[config.mk]
export PLATFORM = sky130hd
export DESIGN_NAME = mc_controller_hs_flat
export DESIGN_NICKNAME = d
export VERILOG_FILES = /design/src/rtl/mc_controller_hs_if.sv /design/src/rtl/mc_controller_hs.sv /design/src/flat_wrapper.sv
export SDC_FILE = /design/constraint.sdc
export NUM_CORES = 1
export LEC_CHECK = 0
export CORE_MARGIN = 2
export CORE_UTILIZATION = 48
export CTS_CLUSTER_SIZE = 30
export DETAILED_ROUTE_END_ITERATION = 12
export PLACE_DENSITY = 0.83
export SYNTH_ARGS = -nofsm -noshare
export SYNTH_HDL_FRONTEND = slang
export SYNTH_SLANG_ARGS = --single-unit
[constraint.sdc]
create_clock -name CLK -period 2.16 [get_ports CLK]
set_input_delay 0.216 -clock CLK [delete_from_list [all_inputs] [get_ports CLK]]
set_output_delay 0.216 -clock CLK [all_outputs]
set_load 0.02 [all_outputs]
[src/rtl/mc_controller_hs_if.sv]
`default_nettype none
// ============================================================================
// Module      : mc_controller_hs_if
// Description : Instruction-field, memory handshake and datapath-control
//               bundle between the multi-cycle controller and its datapath.
// Revision    : 1.0 - initial release
// ============================================================================
interface mc_controller_hs_if #(
    parameter int OP_W     = 6,
    parameter int FUNCT_W  = 6,
    parameter int RETIRE_W = 32
);
    logic [OP_W-1:0]     OP;
    logic [FUNCT_W-1:0]  Funct;
    logic                Zero;
    logic                MemReady;
    logic                MemReq;
    logic                PCEn;
    logic                IRWrite;
    logic                RegWrite;
    logic                MemWrite;
    logic                ALUSrcA;
    logic                IorD;
    logic                MemtoReg;
    logic                RegDst;
    logic                ImmZero;
    logic [1:0]          ALUSrcB;
    logic [1:0]          PCSrc;
    logic [2:0]          ALUControl;
    logic                Fault;
    logic                FaultCause;
    logic [RETIRE_W-1:0] Retired;
    logic [3:0]          State;

    modport master (
        input  OP, Funct, Zero, MemReady,
        output MemReq, PCEn, IRWrite, RegWrite, MemWrite, ALUSrcA, IorD,
               MemtoReg, RegDst, ImmZero, ALUSrcB, PCSrc, ALUControl,
               Fault, FaultCause, Retired, State
    );

    modport slave (
        output OP, Funct, Zero, MemReady,
        input  MemReq, PCEn, IRWrite, RegWrite, MemWrite, ALUSrcA, IorD,
               MemtoReg, RegDst, ImmZero, ALUSrcB, PCSrc, ALUControl,
               Fault, FaultCause, Retired, State
    );
endinterface
`default_nettype wire

[src/rtl/mc_controller_hs.sv]
`default_nettype none
// ============================================================================
// Module      : mc_controller_hs
// Description : Multi-cycle MIPS control FSM with memory ready handshake,
//               wait timeout, illegal-op trap and retired counter.
//               Define MCC_JUMP_EN to build the J instruction.
// Revision    : 1.0 - initial release
// ============================================================================
module mc_controller_hs #(
    parameter int OP_W     = 6,
    parameter int FUNCT_W  = 6,
    parameter int TIMEOUT  = 15,
    parameter int RETIRE_W = 32
) (
    input  wire logic          CLK,
    input  wire logic          RST,
    mc_controller_hs_if.master bus
);
    typedef enum logic [3:0] {
        S_FETCH   = 4'd0,  S_DECODE = 4'd1,  S_MEMADR = 4'd2,  S_MEMRD  = 4'd3,
        S_MEMWB   = 4'd4,  S_MEMWR  = 4'd5,  S_EXECUTE = 4'd6, S_ALUWB  = 4'd7,
        S_BRANCH  = 4'd8,  S_IEXEC  = 4'd9,  S_IWB    = 4'd10, S_JUMP   = 4'd11,
        S_FAULT   = 4'd12
    } state_t;

    localparam logic [OP_W-1:0]    c_OP_LW    = OP_W'(6'b100011);
    localparam logic [OP_W-1:0]    c_OP_SW    = OP_W'(6'b101011);
    localparam logic [OP_W-1:0]    c_OP_RTYPE = OP_W'(6'b000000);
    localparam logic [OP_W-1:0]    c_OP_BEQ   = OP_W'(6'b000100);
    localparam logic [OP_W-1:0]    c_OP_BNE   = OP_W'(6'b000101);
    localparam logic [OP_W-1:0]    c_OP_ADDI  = OP_W'(6'b001000);
    localparam logic [OP_W-1:0]    c_OP_SLTI  = OP_W'(6'b001010);
    localparam logic [OP_W-1:0]    c_OP_ANDI  = OP_W'(6'b001100);
    localparam logic [OP_W-1:0]    c_OP_ORI   = OP_W'(6'b001101);
`ifdef MCC_JUMP_EN
    localparam logic [OP_W-1:0]    c_OP_J     = OP_W'(6'b000010);
`endif
    localparam logic [FUNCT_W-1:0] c_FN_ADD   = FUNCT_W'(6'b100000);
    localparam logic [FUNCT_W-1:0] c_FN_SUB   = FUNCT_W'(6'b100010);
    localparam logic [FUNCT_W-1:0] c_FN_AND   = FUNCT_W'(6'b100100);
    localparam logic [FUNCT_W-1:0] c_FN_OR    = FUNCT_W'(6'b100101);
    localparam logic [FUNCT_W-1:0] c_FN_SLT   = FUNCT_W'(6'b101010);

    localparam logic [2:0] c_ALU_ADD = 3'b010;
    localparam logic [2:0] c_ALU_SUB = 3'b110;
    localparam logic [2:0] c_ALU_AND = 3'b000;
    localparam logic [2:0] c_ALU_OR  = 3'b001;
    localparam logic [2:0] c_ALU_SLT = 3'b111;

    localparam int                  c_WAIT_W    = $clog2(TIMEOUT + 1);
    localparam logic [c_WAIT_W-1:0] c_WAIT_LAST = c_WAIT_W'(TIMEOUT - 1);

    state_t                r_state;
    state_t                w_next;
    logic [c_WAIT_W-1:0]   r_wait_cnt;
    logic [RETIRE_W-1:0]   r_retired;
    logic                  r_fault;
    logic                  r_fault_cause;

    logic       w_cause;
    logic       w_in_wait;
    logic       w_retire;
    logic       w_funct_ok;
    logic       w_mem_req, w_pc_en, w_ir_write, w_reg_write, w_mem_write;
    logic       w_alu_src_a, w_iord, w_memto_reg, w_reg_dst, w_imm_zero;
    logic [1:0] w_alu_src_b, w_pc_src;
    logic [2:0] w_alu_ctrl;

    assign w_funct_ok = (bus.Funct == c_FN_ADD) || (bus.Funct == c_FN_SUB) ||
                        (bus.Funct == c_FN_AND) || (bus.Funct == c_FN_OR)  ||
                        (bus.Funct == c_FN_SLT);

    assign w_in_wait = (r_state == S_FETCH) || (r_state == S_MEMRD) || (r_state == S_MEMWR);

    assign w_retire  = (r_state == S_MEMWB) || (r_state == S_MEMWR && bus.MemReady) ||
                       (r_state == S_ALUWB) || (r_state == S_BRANCH) ||
                       (r_state == S_IWB)   || (r_state == S_JUMP);

    always_comb begin
        w_next      = r_state;
        w_cause     = 1'b0;
        w_mem_req   = 1'b0;
        w_pc_en     = 1'b0;
        w_ir_write  = 1'b0;
        w_reg_write = 1'b0;
        w_mem_write = 1'b0;
        w_alu_src_a = 1'b0;
        w_iord      = 1'b0;
        w_memto_reg = 1'b0;
        w_reg_dst   = 1'b0;
        w_imm_zero  = 1'b0;
        w_alu_src_b = 2'b00;
        w_pc_src    = 2'b00;
        w_alu_ctrl  = 3'b000;
        case (r_state)
            S_FETCH: begin
                w_mem_req   = 1'b1;
                w_alu_src_b = 2'b01;
                w_alu_ctrl  = c_ALU_ADD;
                w_ir_write  = bus.MemReady;
                w_pc_en     = bus.MemReady;
                if (bus.MemReady) w_next = S_DECODE;
            end
            S_DECODE: begin
                w_alu_src_b = 2'b11;
                w_alu_ctrl  = c_ALU_ADD;
                if (bus.OP == c_OP_LW || bus.OP == c_OP_SW)
                    w_next = S_MEMADR;
                else if (bus.OP == c_OP_RTYPE && w_funct_ok)
                    w_next = S_EXECUTE;
                else if (bus.OP == c_OP_BEQ || bus.OP == c_OP_BNE)
                    w_next = S_BRANCH;
                else if (bus.OP == c_OP_ADDI || bus.OP == c_OP_SLTI ||
                         bus.OP == c_OP_ANDI || bus.OP == c_OP_ORI)
                    w_next = S_IEXEC;
`ifdef MCC_JUMP_EN
                else if (bus.OP == c_OP_J)
                    w_next = S_JUMP;
`endif
                else begin
                    w_next  = S_FAULT;
                    w_cause = 1'b1;
                end
            end
            S_MEMADR: begin
                w_alu_src_a = 1'b1;
                w_alu_src_b = 2'b10;
                w_alu_ctrl  = c_ALU_ADD;
                w_next      = (bus.OP == c_OP_SW) ? S_MEMWR : S_MEMRD;
            end
            S_MEMRD: begin
                w_mem_req = 1'b1;
                w_iord    = 1'b1;
                if (bus.MemReady) w_next = S_MEMWB;
            end
            S_MEMWB: begin
                w_reg_write = 1'b1;
                w_memto_reg = 1'b1;
                w_next      = S_FETCH;
            end
            S_MEMWR: begin
                w_mem_req   = 1'b1;
                w_iord      = 1'b1;
                w_mem_write = 1'b1;
                if (bus.MemReady) w_next = S_FETCH;
            end
            S_EXECUTE: begin
                w_alu_src_a = 1'b1;
                case (bus.Funct)
                    c_FN_SUB: w_alu_ctrl = c_ALU_SUB;
                    c_FN_AND: w_alu_ctrl = c_ALU_AND;
                    c_FN_OR:  w_alu_ctrl = c_ALU_OR;
                    c_FN_SLT: w_alu_ctrl = c_ALU_SLT;
                    default:  w_alu_ctrl = c_ALU_ADD;
                endcase
                w_next = S_ALUWB;
            end
            S_ALUWB: begin
                w_reg_write = 1'b1;
                w_reg_dst   = 1'b1;
                w_next      = S_FETCH;
            end
            S_BRANCH: begin
                w_alu_src_a = 1'b1;
                w_alu_ctrl  = c_ALU_SUB;
                w_pc_src    = 2'b01;
                w_pc_en     = (bus.OP == c_OP_BNE) ? ~bus.Zero : bus.Zero;
                w_next      = S_FETCH;
            end
            S_IEXEC: begin
                w_alu_src_a = 1'b1;
                w_alu_src_b = 2'b10;
                case (bus.OP)
                    c_OP_SLTI: w_alu_ctrl = c_ALU_SLT;
                    c_OP_ANDI: w_alu_ctrl = c_ALU_AND;
                    c_OP_ORI:  w_alu_ctrl = c_ALU_OR;
                    default:   w_alu_ctrl = c_ALU_ADD;
                endcase
                w_imm_zero = (bus.OP == c_OP_ANDI) || (bus.OP == c_OP_ORI);
                w_next     = S_IWB;
            end
            S_IWB: begin
                w_reg_write = 1'b1;
                w_next      = S_FETCH;
            end
`ifdef MCC_JUMP_EN
            S_JUMP: begin
                w_pc_src = 2'b10;
                w_pc_en  = 1'b1;
                w_next   = S_FETCH;
            end
`endif
            S_FAULT: w_next = S_FAULT;
            default: w_next = S_FETCH;
        endcase
        // A ready in the last allowed cycle completes the access instead of faulting
        if (w_in_wait && !bus.MemReady && r_wait_cnt == c_WAIT_LAST) begin
            w_next  = S_FAULT;
            w_cause = 1'b0;
        end
    end

    always_ff @(posedge CLK) begin
        if (RST) begin
            r_state       <= S_FETCH;
            r_wait_cnt    <= '0;
            r_retired     <= '0;
            r_fault       <= 1'b0;
            r_fault_cause <= 1'b0;
        end else begin
            r_state <= w_next;
            if (w_next != r_state)
                r_wait_cnt <= '0;
            else if (w_in_wait && !bus.MemReady)
                r_wait_cnt <= r_wait_cnt + c_WAIT_W'(1);
            if (w_retire)
                r_retired <= r_retired + RETIRE_W'(1);
            if (w_next == S_FAULT && r_state != S_FAULT) begin
                r_fault       <= 1'b1;
                r_fault_cause <= w_cause;
            end
        end
    end

    assign bus.MemReq     = w_mem_req;
    assign bus.PCEn       = w_pc_en;
    assign bus.IRWrite    = w_ir_write;
    assign bus.RegWrite   = w_reg_write;
    assign bus.MemWrite   = w_mem_write;
    assign bus.ALUSrcA    = w_alu_src_a;
    assign bus.IorD       = w_iord;
    assign bus.MemtoReg   = w_memto_reg;
    assign bus.RegDst     = w_reg_dst;
    assign bus.ImmZero    = w_imm_zero;
    assign bus.ALUSrcB    = w_alu_src_b;
    assign bus.PCSrc      = w_pc_src;
    assign bus.ALUControl = w_alu_ctrl;
    assign bus.Fault      = r_fault;
    assign bus.FaultCause = r_fault_cause;
    assign bus.Retired    = r_retired;
    assign bus.State      = r_state;
endmodule
`default_nettype wire
[src/flat_wrapper.sv]
// flat-port wrapper written by rule: the top's interface ports become plain ports
module mc_controller_hs_flat 
#(
    parameter int OP_W     = 6,
    parameter int FUNCT_W  = 6,
    parameter int TIMEOUT  = 15,
    parameter int RETIRE_W = 32
)
  (CLK, RST, bus_OP, bus_Funct, bus_Zero, bus_MemReady, bus_MemReq, bus_PCEn, bus_IRWrite, bus_RegWrite, bus_MemWrite, bus_ALUSrcA, bus_IorD, bus_MemtoReg, bus_RegDst, bus_ImmZero, bus_ALUSrcB, bus_PCSrc, bus_ALUControl, bus_Fault, bus_FaultCause, bus_Retired, bus_State);
  mc_controller_hs_if #(.OP_W(OP_W), .FUNCT_W(FUNCT_W), .RETIRE_W(RETIRE_W)) bus_i ();
  input  wire logic CLK;
  input  wire logic RST;
  input wire logic [$bits(bus_i.OP)-1:0] bus_OP;
  input wire logic [$bits(bus_i.Funct)-1:0] bus_Funct;
  input wire logic [$bits(bus_i.Zero)-1:0] bus_Zero;
  input wire logic [$bits(bus_i.MemReady)-1:0] bus_MemReady;
  output wire logic [$bits(bus_i.MemReq)-1:0] bus_MemReq;
  output wire logic [$bits(bus_i.PCEn)-1:0] bus_PCEn;
  output wire logic [$bits(bus_i.IRWrite)-1:0] bus_IRWrite;
  output wire logic [$bits(bus_i.RegWrite)-1:0] bus_RegWrite;
  output wire logic [$bits(bus_i.MemWrite)-1:0] bus_MemWrite;
  output wire logic [$bits(bus_i.ALUSrcA)-1:0] bus_ALUSrcA;
  output wire logic [$bits(bus_i.IorD)-1:0] bus_IorD;
  output wire logic [$bits(bus_i.MemtoReg)-1:0] bus_MemtoReg;
  output wire logic [$bits(bus_i.RegDst)-1:0] bus_RegDst;
  output wire logic [$bits(bus_i.ImmZero)-1:0] bus_ImmZero;
  output wire logic [$bits(bus_i.ALUSrcB)-1:0] bus_ALUSrcB;
  output wire logic [$bits(bus_i.PCSrc)-1:0] bus_PCSrc;
  output wire logic [$bits(bus_i.ALUControl)-1:0] bus_ALUControl;
  output wire logic [$bits(bus_i.Fault)-1:0] bus_Fault;
  output wire logic [$bits(bus_i.FaultCause)-1:0] bus_FaultCause;
  output wire logic [$bits(bus_i.Retired)-1:0] bus_Retired;
  output wire logic [$bits(bus_i.State)-1:0] bus_State;
  assign bus_i.OP = bus_OP;
  assign bus_i.Funct = bus_Funct;
  assign bus_i.Zero = bus_Zero;
  assign bus_i.MemReady = bus_MemReady;
  assign bus_MemReq = bus_i.MemReq;
  assign bus_PCEn = bus_i.PCEn;
  assign bus_IRWrite = bus_i.IRWrite;
  assign bus_RegWrite = bus_i.RegWrite;
  assign bus_MemWrite = bus_i.MemWrite;
  assign bus_ALUSrcA = bus_i.ALUSrcA;
  assign bus_IorD = bus_i.IorD;
  assign bus_MemtoReg = bus_i.MemtoReg;
  assign bus_RegDst = bus_i.RegDst;
  assign bus_ImmZero = bus_i.ImmZero;
  assign bus_ALUSrcB = bus_i.ALUSrcB;
  assign bus_PCSrc = bus_i.PCSrc;
  assign bus_ALUControl = bus_i.ALUControl;
  assign bus_Fault = bus_i.Fault;
  assign bus_FaultCause = bus_i.FaultCause;
  assign bus_Retired = bus_i.Retired;
  assign bus_State = bus_i.State;
  mc_controller_hs #(.OP_W(OP_W), .FUNCT_W(FUNCT_W), .TIMEOUT(TIMEOUT), .RETIRE_W(RETIRE_W)) u_core (.CLK(CLK), .RST(RST), .bus(bus_i));
endmodule
======== Word-level counts from Yosys, hierarchy flattened ========
Index checks and enable logic that the tools add are counted.
Widths: inputs -> output; s select.
storage, ports and cells
  flip-flop bits (word level) ............. 42
cells by class
  $add $sub $neg .......................... 2
  equality and inequality tests ........... 29
  muxes and demuxes ....................... 32
  bitwise gates (word level) .............. 1
  reduce and logical (&&, ||, !) cells .... 32
operator list
  kind                   count
  $eq 6x6->1 const B     7
  $add 32x1->32 const B  1
  $pmux 4 s8             1
  $eq 4x4->1 const B     7
  $mux 4                 7
  $eq 6x4->1 const B     4
  $pmux 3 s4             2
  $logic_or 1x1->1       17
  $mux 1                 17
  $eq 4x3->1 const B     4
  $eq 6x3->1 const B     2
  $pmux 3 s3             1
  $reduce_or 3->1        3
  $eq 4x2->1 const B     2
  $logic_not 6->1        1
  $mux 3                 2
  $pmux 2 s3             1
  $reduce_or 2->1        3
  $logic_and 1x1->1      5
  $add 4x1->4 const B    1
  $eq 4x1->1 const B     1
  $logic_not 4->1        1
  $ne 4x4->1             1
  $ne 4x4->1 const B     1
  other kinds (4)        4

======== Logic depth before layout (Yosys ltp) ========
Gate-level depths: netlist (run 1).
  word-level depth ........................ 12
  depth in mapped cells ................... 8

======== Least setup slack after synthesis (run 1) ========
Ideal clock, no wire load.
  path type ............................... register to output
  from .................................... register u_core.r_state[2], in the netlist u_core.bus.State[2]
  to ...................................... output bus_RegWrite
  data arrival time ....................... 1.859 ns
  setup slack ............................. 0.085 ns
  cell stages (with the launch flop) ...... 6
  buffers on the path ..................... 2
  path through ............................ dfxtp_1 buf_2 buf_1 nand2_1 nor3_1 a21o_1
on the way
  longest elaborated chain between the ends .. 3
RTL lines
  item                                             RTL line                 RTL
  from (decl)                                      mc_controller_hs.sv:53   state_t r_state;
  from (signal assigned)                           mc_controller_hs.sv:211  r_state <= w_next;
  $eq 4x4->1 / $eq 4x3->1 (equally long branches)  mc_controller_hs.sv:95   case (r_state)
  $reduce_or 3->1 (no source line) *               -
  $mux 1 *                                         mc_controller_hs.sv:95
  to (decl)                                        flat_wrapper.sv:20       output wire logic [$bits(bus_i.RegWrite)-1:0] bus_RegWrite;
Every way passes the cells marked *; elsewhere a longest branch is shown, timed or not.

======== Worst setup path after layout (run 1) ========
  from .................................... register u_core.r_state[0], in the netlist u_core.bus.State[0]
  to ...................................... output bus_MemtoReg
on the way
  longest elaborated chain between the ends .. 2
RTL lines
  item        RTL line                RTL
  $eq 4x3->1  mc_controller_hs.sv:95
  $mux 1      mc_controller_hs.sv:95
  to (decl)   flat_wrapper.sv:24      output wire logic [$bits(bus_i.MemtoReg)-1:0] bus_MemtoReg;
No other way between the ends.

==> results.cfg, run 1 <==
[power]
p_seq_share_pct = 42.4
internal_power_mw = 1.37
p_sw_share_pct = 28.1
p_sw_uw = 534
clkPwrFrac_pct = 31.6
p_leak_nw = 1.39
p_comb_share_pct = 26.0
peakVddDrop_v = 0.000508
p_per_area_nw_per_um2 = 521

[placed_design]
pre_cts_slack_ps = -153
port_buffers = 69
hpwl_um = 4910
gp_congestion = 0.858

[timing]
setup_ws_ps = 104
setup_viol = 0
period_needed_ps = 2060
hold_viol_final = 0
fin_skew_ps = 2.96
drv_slew = 0
rsz0062_at_grt = false
timing.hold.ws_ps = 518
fmax_ghz = 0.486
period_share_pct = 95.2

[grt]
antenna_found_initial = 0
grt.total_usage_pct = 23.1
grt_pass1_vias = 2511
globalRouteOverflowTotal = 0
grt_pass1_wl_um = 11300
grt_max_degree = 24

[logic_synthesis]
synth-seq-cells = 42
ys_seq_area_share_pct = 32.9
syn_avg_cell_area_um2 = 7.88
synth_edf_count = 0
synth_warnings = 0
syn_inst = 324
syn_area_um2 = 2550
async_flop_share_pct = 0
synth.distinct_cells = 56
synth_nets = 343
synthFlopType = dfxtp_1

[clock_network]
clockBufferDepth = 2
cts_max_level = 2
numCtsBuffers = 5
cts_tree = done
cts.sinks = 42
cts-hold-fix-buffers = 0
clockRootBuffer = clkbuf_8
clkSlewWorstSetupHoldPaths_ps = 80
clk_latency_ps = 290

[setup_path]
crit_arrival_ps = 1840
cp_max_fo = 20
path_class = reg2out
required_ps = 1940
cp-end-kind = output port
start_kind = flop

[min_path]
hold_class = reg2reg

[die]
io-pin-count = 71
die-area_um2 = 5920
start_util_pct = 50.0
num_rows = 26
die_x_um = 76.9
coreArea_um2 = 5110
die_h_um = 76.9

[drt]
vias_per_cell = 5.35
vias = 2618
totalWireLength_um = 6640
drt_iter0_drc = 158
wire_per_inst_um = 13.6
drc = 0
first_pass_iters = 5
antenna_left = 0

[final_layout]
final_common_cell = clkdlybuf4s50_1
fillers = 402
layout_common_cells = 60 x clkdlybuf4s50_1, 47 x nor2_1, 41 x dfxtp_1, 33 x buf_4, 26 x nand2_1
antenna_cells = 0
final_core_util_pct = 71.5
layout-drive-gt1-share_pct = 13.1
area_growth_pct = 43.0
nNetsFinal = 437

[run_status]
status = finished clean

[job]
cap_violations = 0
-- worst max-delay path, stage by stage, from the launching register on --
cell,delay [ps]
dfxtp_1,310
buf_4,200
buf_4,170
nor3_1,230
clkdlybuf4s50_1,650
-- cell usage after synthesis (4+ instances only) --
cell type  instances  area, um^2
nor2b_1            4        25.0
xnor2_1           19         166
buf_2              7        35.0
and3_1            10        62.6
dfxtp_1           42         841
nand2_1           26        97.6
o21ai_0            9        45.0
xor2_1            17         149
nor3b_1            5        37.5
a211oi_1           4        30.0
a21oi_1           12        60.1
nand3_1           20         100
inv_1              6        22.5
and4_1             4        35.0
clkbuf_1           5        18.8
nand4_1            5        31.3
nor2_1            47         176
nor3_1            16        80.1
nand2b_1           9        56.3
-- logic make-up (layout without fill, tap and decap cells) --
group | after synthesis | after routing | synth area share [%]
buffers and inverters | 23 | 118 | 4.02
XOR/XNOR | 36 | 36 | 12.4
multiplexers | 2 | 2 | 0.784
AND/OR/NAND/NOR | 169 | 169 | 35.3
other | 1 | 1 | 0.147
AO/OA/AOI/OAI | 48 | 48 | 12.9
adder cells (fa/ha/maj) | 3 | 3 | 1.47
flip-flops | 42 | 42 | 32.9
-- final timing paths --
kind,from,end,slack [ps],depth (start not counted)
max reg2reg,u_core.bus.State[2]$_SDFF_PP0_,u_core.r_wait_cnt[1]$_SDFFE_PP0P_,170,6
min reg2reg,u_core.bus.Retired[31]$_SDFFE_PP0P_,u_core.bus.Retired[31]$_SDFFE_PP0P_,520,2
min,u_core.bus.Retired[31]$_SDFFE_PP0P_,u_core.bus.Retired[31]$_SDFFE_PP0P_,520,2
max,u_core.bus.State[0]$_SDFF_PP0_,bus_MemtoReg,100,4
-- sequential cells by signal, summed over array words and instances, names as in the netlist --
| name | cells |
|---|---|
| u_core.r_wait_cnt | 4 |
| u_core.bus.Fault | 1 |
| u_core.bus.FaultCause | 1 |
| u_core.bus.State | 4 |
| u_core.bus.Retired | 32 |
-- routing by layer --
metal | vias up | share of wire, % | global-route usage [%]
met2 | 82 | 50 | 39.7
li1 | 1319 | - | -
met1 | 1204 | 43 | 28.2
met4 | 0 | 1.6 | 8.55
met5 | - | 0 | 0
met3 | 13 | 6.1 | 4.82
-- power by group through the flow --
stage          sequential, mW  combinational (mW)  clock (mW)
2_1_floorplan           0.837               0.262           0
3_3_place_gp            0.824               0.480           0
3_5_place_dp            0.824               0.489           0
4_1_cts                 0.806               0.489       0.611
5_1_grt                 0.809               0.540       0.642
6_report                0.807               0.495       0.600
-- metrics by stage --
step | instance area (um^2) | power (mW) | TNS [ps] | instances
floorplan | 2550 | 1.10 | 0 | 324
global placement | 3510 | 1.30 | -497 | 481
detailed placement | 3510 | 1.31 | -1630 | 481
CTS | 3620 | 1.91 | 0 | 489
global route | 3650 | 1.99 | 0 | 489
finish | 3650 | 1.90 | 0 | 489
-- layout make-up --
cell class	instances	area [um^2]	share of cell area, %
clock buffer	7	76.3	2.09
inverter	7	26.3	0.720
timing repair buffer	103	951	26.0
clock inverter	1	30.0	0.822
sequential	42	842	23.1
multi-input combinational	259	1640	44.9
tap	70	87.6	2.40
-- repair_timing --
action / 4_1_cts / 5_1_grt
pin swaps: 0 / 2
resized for setup: 9 / 8
endpoints found under the setup margin: 8 / 20
setup buffers: 0 / 0
(Power assumes the default switching activity.)
==> run 2: changes to the inputs <==
Settings changed: REMOVE_ABC_BUFFERS set to 1, SLEW_MARGIN set to 20.
==> results.cfg, run 2 (synthesized netlist as in run 1, its figures left out) <==
[final_layout]
final_core_util_pct = 70.6
final_common_cell = clkdlybuf4s50_1
layout-drive-gt1-share_pct = 11.9
largest_register_ff_count = 32
layout_common_cells = 60 x clkdlybuf4s50_1, 47 x nor2_1, 41 x dfxtp_1, 27 x buf_4, 26 x nand2_1
nNetsFinal = 431
fin_cells = 483
area_growth_pct = 41.2
antenna_cells = 0

[die]
start_util_pct = 50.0
die_h_um = 76.9
coreArea_um2 = 5110
die_x_um = 76.9
io-pin-count = 71
num_rows = 26
die-area_um2 = 5920

[drt]
highest_layer = met4
drt_iter0_drc = 159
wl_met1_um = 3110
vias_per_cell = 5.52
met2WireLength_um = 3470
drc = 0
vias = 2664
antenna_left = 0
totalWireLength_um = 6950
first_pass_iters = 4
dr_wl_met3_um = 262
wire_per_inst_um = 14.4

[clock_network]
clockBufferDepth = 2
numCtsBuffers = 5
cts-hold-fix-buffers = 0
cts_tree = done
cts_max_level = 2
clk_latency_ps = 300
cts.sinks = 42
clockRootBuffer = clkbuf_8
clkSlewWorstSetupHoldPaths_ps = 80

[placed_design]
gp_congestion = 0.925
hpwl_um = 5100
place_inst = 475
port_buffers = 69

[power]
p_seq_share_pct = 41.9
clkPwrFrac_pct = 33.0
p_leak_nw = 1.39
p_per_area_nw_per_um2 = 534
p_sw_share_pct = 29.6
p_sw_uw = 569
internal_power_mw = 1.35
p_comb_share_pct = 25.1
peakVddDrop_v = 0.000400

[grt]
grt.total_usage_pct = 23.4
grt_pass1_vias = 2477
grt_max_degree = 25
globalRouteOverflowTotal = 0
antenna_found_initial = 0
grt_pass1_wl_um = 11500

[timing]
period_share_pct = 97.4
period_needed_ps = 2100
fmax_ghz = 0.475
fin_skew_ps = 7.41
hold_viol_final = 0
setup_viol = 0
rsz0062_at_grt = false
drv_slew = 0
setup-tns-final_ps = 0

[job]
cap_violations = 0

[setup_path]
rr_startpoint = u_core.bus.State[1]$_SDFF_PP0_
cp-end-kind = output port
path_class = reg2out
cp_max_fo = 14
required_ps = 1940
timing.critical_path.from = u_core.bus.State[1]$_SDFF_PP0_
crit_arrival_ps = 1890
start_kind = flop

[run_status]
status = finished clean

[min_path]
hold_class = reg2reg
hp-start = u_core.bus.Fault$_SDFFE_PP0P_
==> run 2: per-stage QoR <==
| stage | setup WS (ps) | power [mW] | hold slack, ps | cell area [um^2] |
|---|---|---|---|---|
| 4_1_cts | 5.80 | 1.92 | 488 | 3590 |
| 2_1_floorplan | -42.9 | 1.08 | 285 | 2480 |
| 3_5_place_dp | -130 | 1.31 | 465 | 3480 |
| 6_report | 56.2 | 1.92 | 491 | 3600 |
| 5_1_grt | 1.24 | 2.00 | 553 | 3600 |
| 3_3_place_gp | -77.1 | 1.30 | 457 | 3480 |
==> run 2: power groups by stage <==
stage	Sequential (mW)	Combinational, mW	Clock [mW]
6_report	0.806	0.483	0.634
5_1_grt	0.808	0.517	0.680
4_1_cts	0.806	0.479	0.638
3_5_place_dp	0.823	0.484	0
3_3_place_gp	0.822	0.475	0
2_1_floorplan	0.856	0.221	0
==> run 2: layout make-up <==
cell class	count	area, um^2
tap	70	87.6
timing repair buffer	97	913
inverter	7	26.3
multi-input combinational	259	1620
clock buffer	5	68.8
clock inverter	3	43.8
fill	425	1500
sequential	42	842
==> run 2: final timing paths <==
check	endpoint	slack (ps)	cells past startpoint
worst max-delay path	bus_MemtoReg	60	4
worst min-delay path	u_core.bus.Fault$_SDFFE_PP0P_	490	2
worst max register to register	u_core.r_wait_cnt[0]$_SDFFE_PP0P_	120	7
worst min register to register	u_core.bus.Fault$_SDFFE_PP0P_	490	2
==> run 2: per-layer routing <==
layer | global-route usage (%) | vias up
met2 | 40.1 | 74
met1 | 30.6 | 1270
met3 | 3.06 | 14
met4 | 6.73 | 0
li1 | - | 1306
met5 | 0 | -
==> run 2: repair_timing <==
action,in CTS,in global routing
cloned,0,0
setup endpoints to repair,7,7
resized for setup,8,4
buffers inserted,0,0
==> run 2: critical path, stage by stage (launching register included) <==
cell and delay, ps:
dfxtp_1 320, buf_4 190, buf_4 180, nor3_1 250, clkdlybuf4s50_1 650
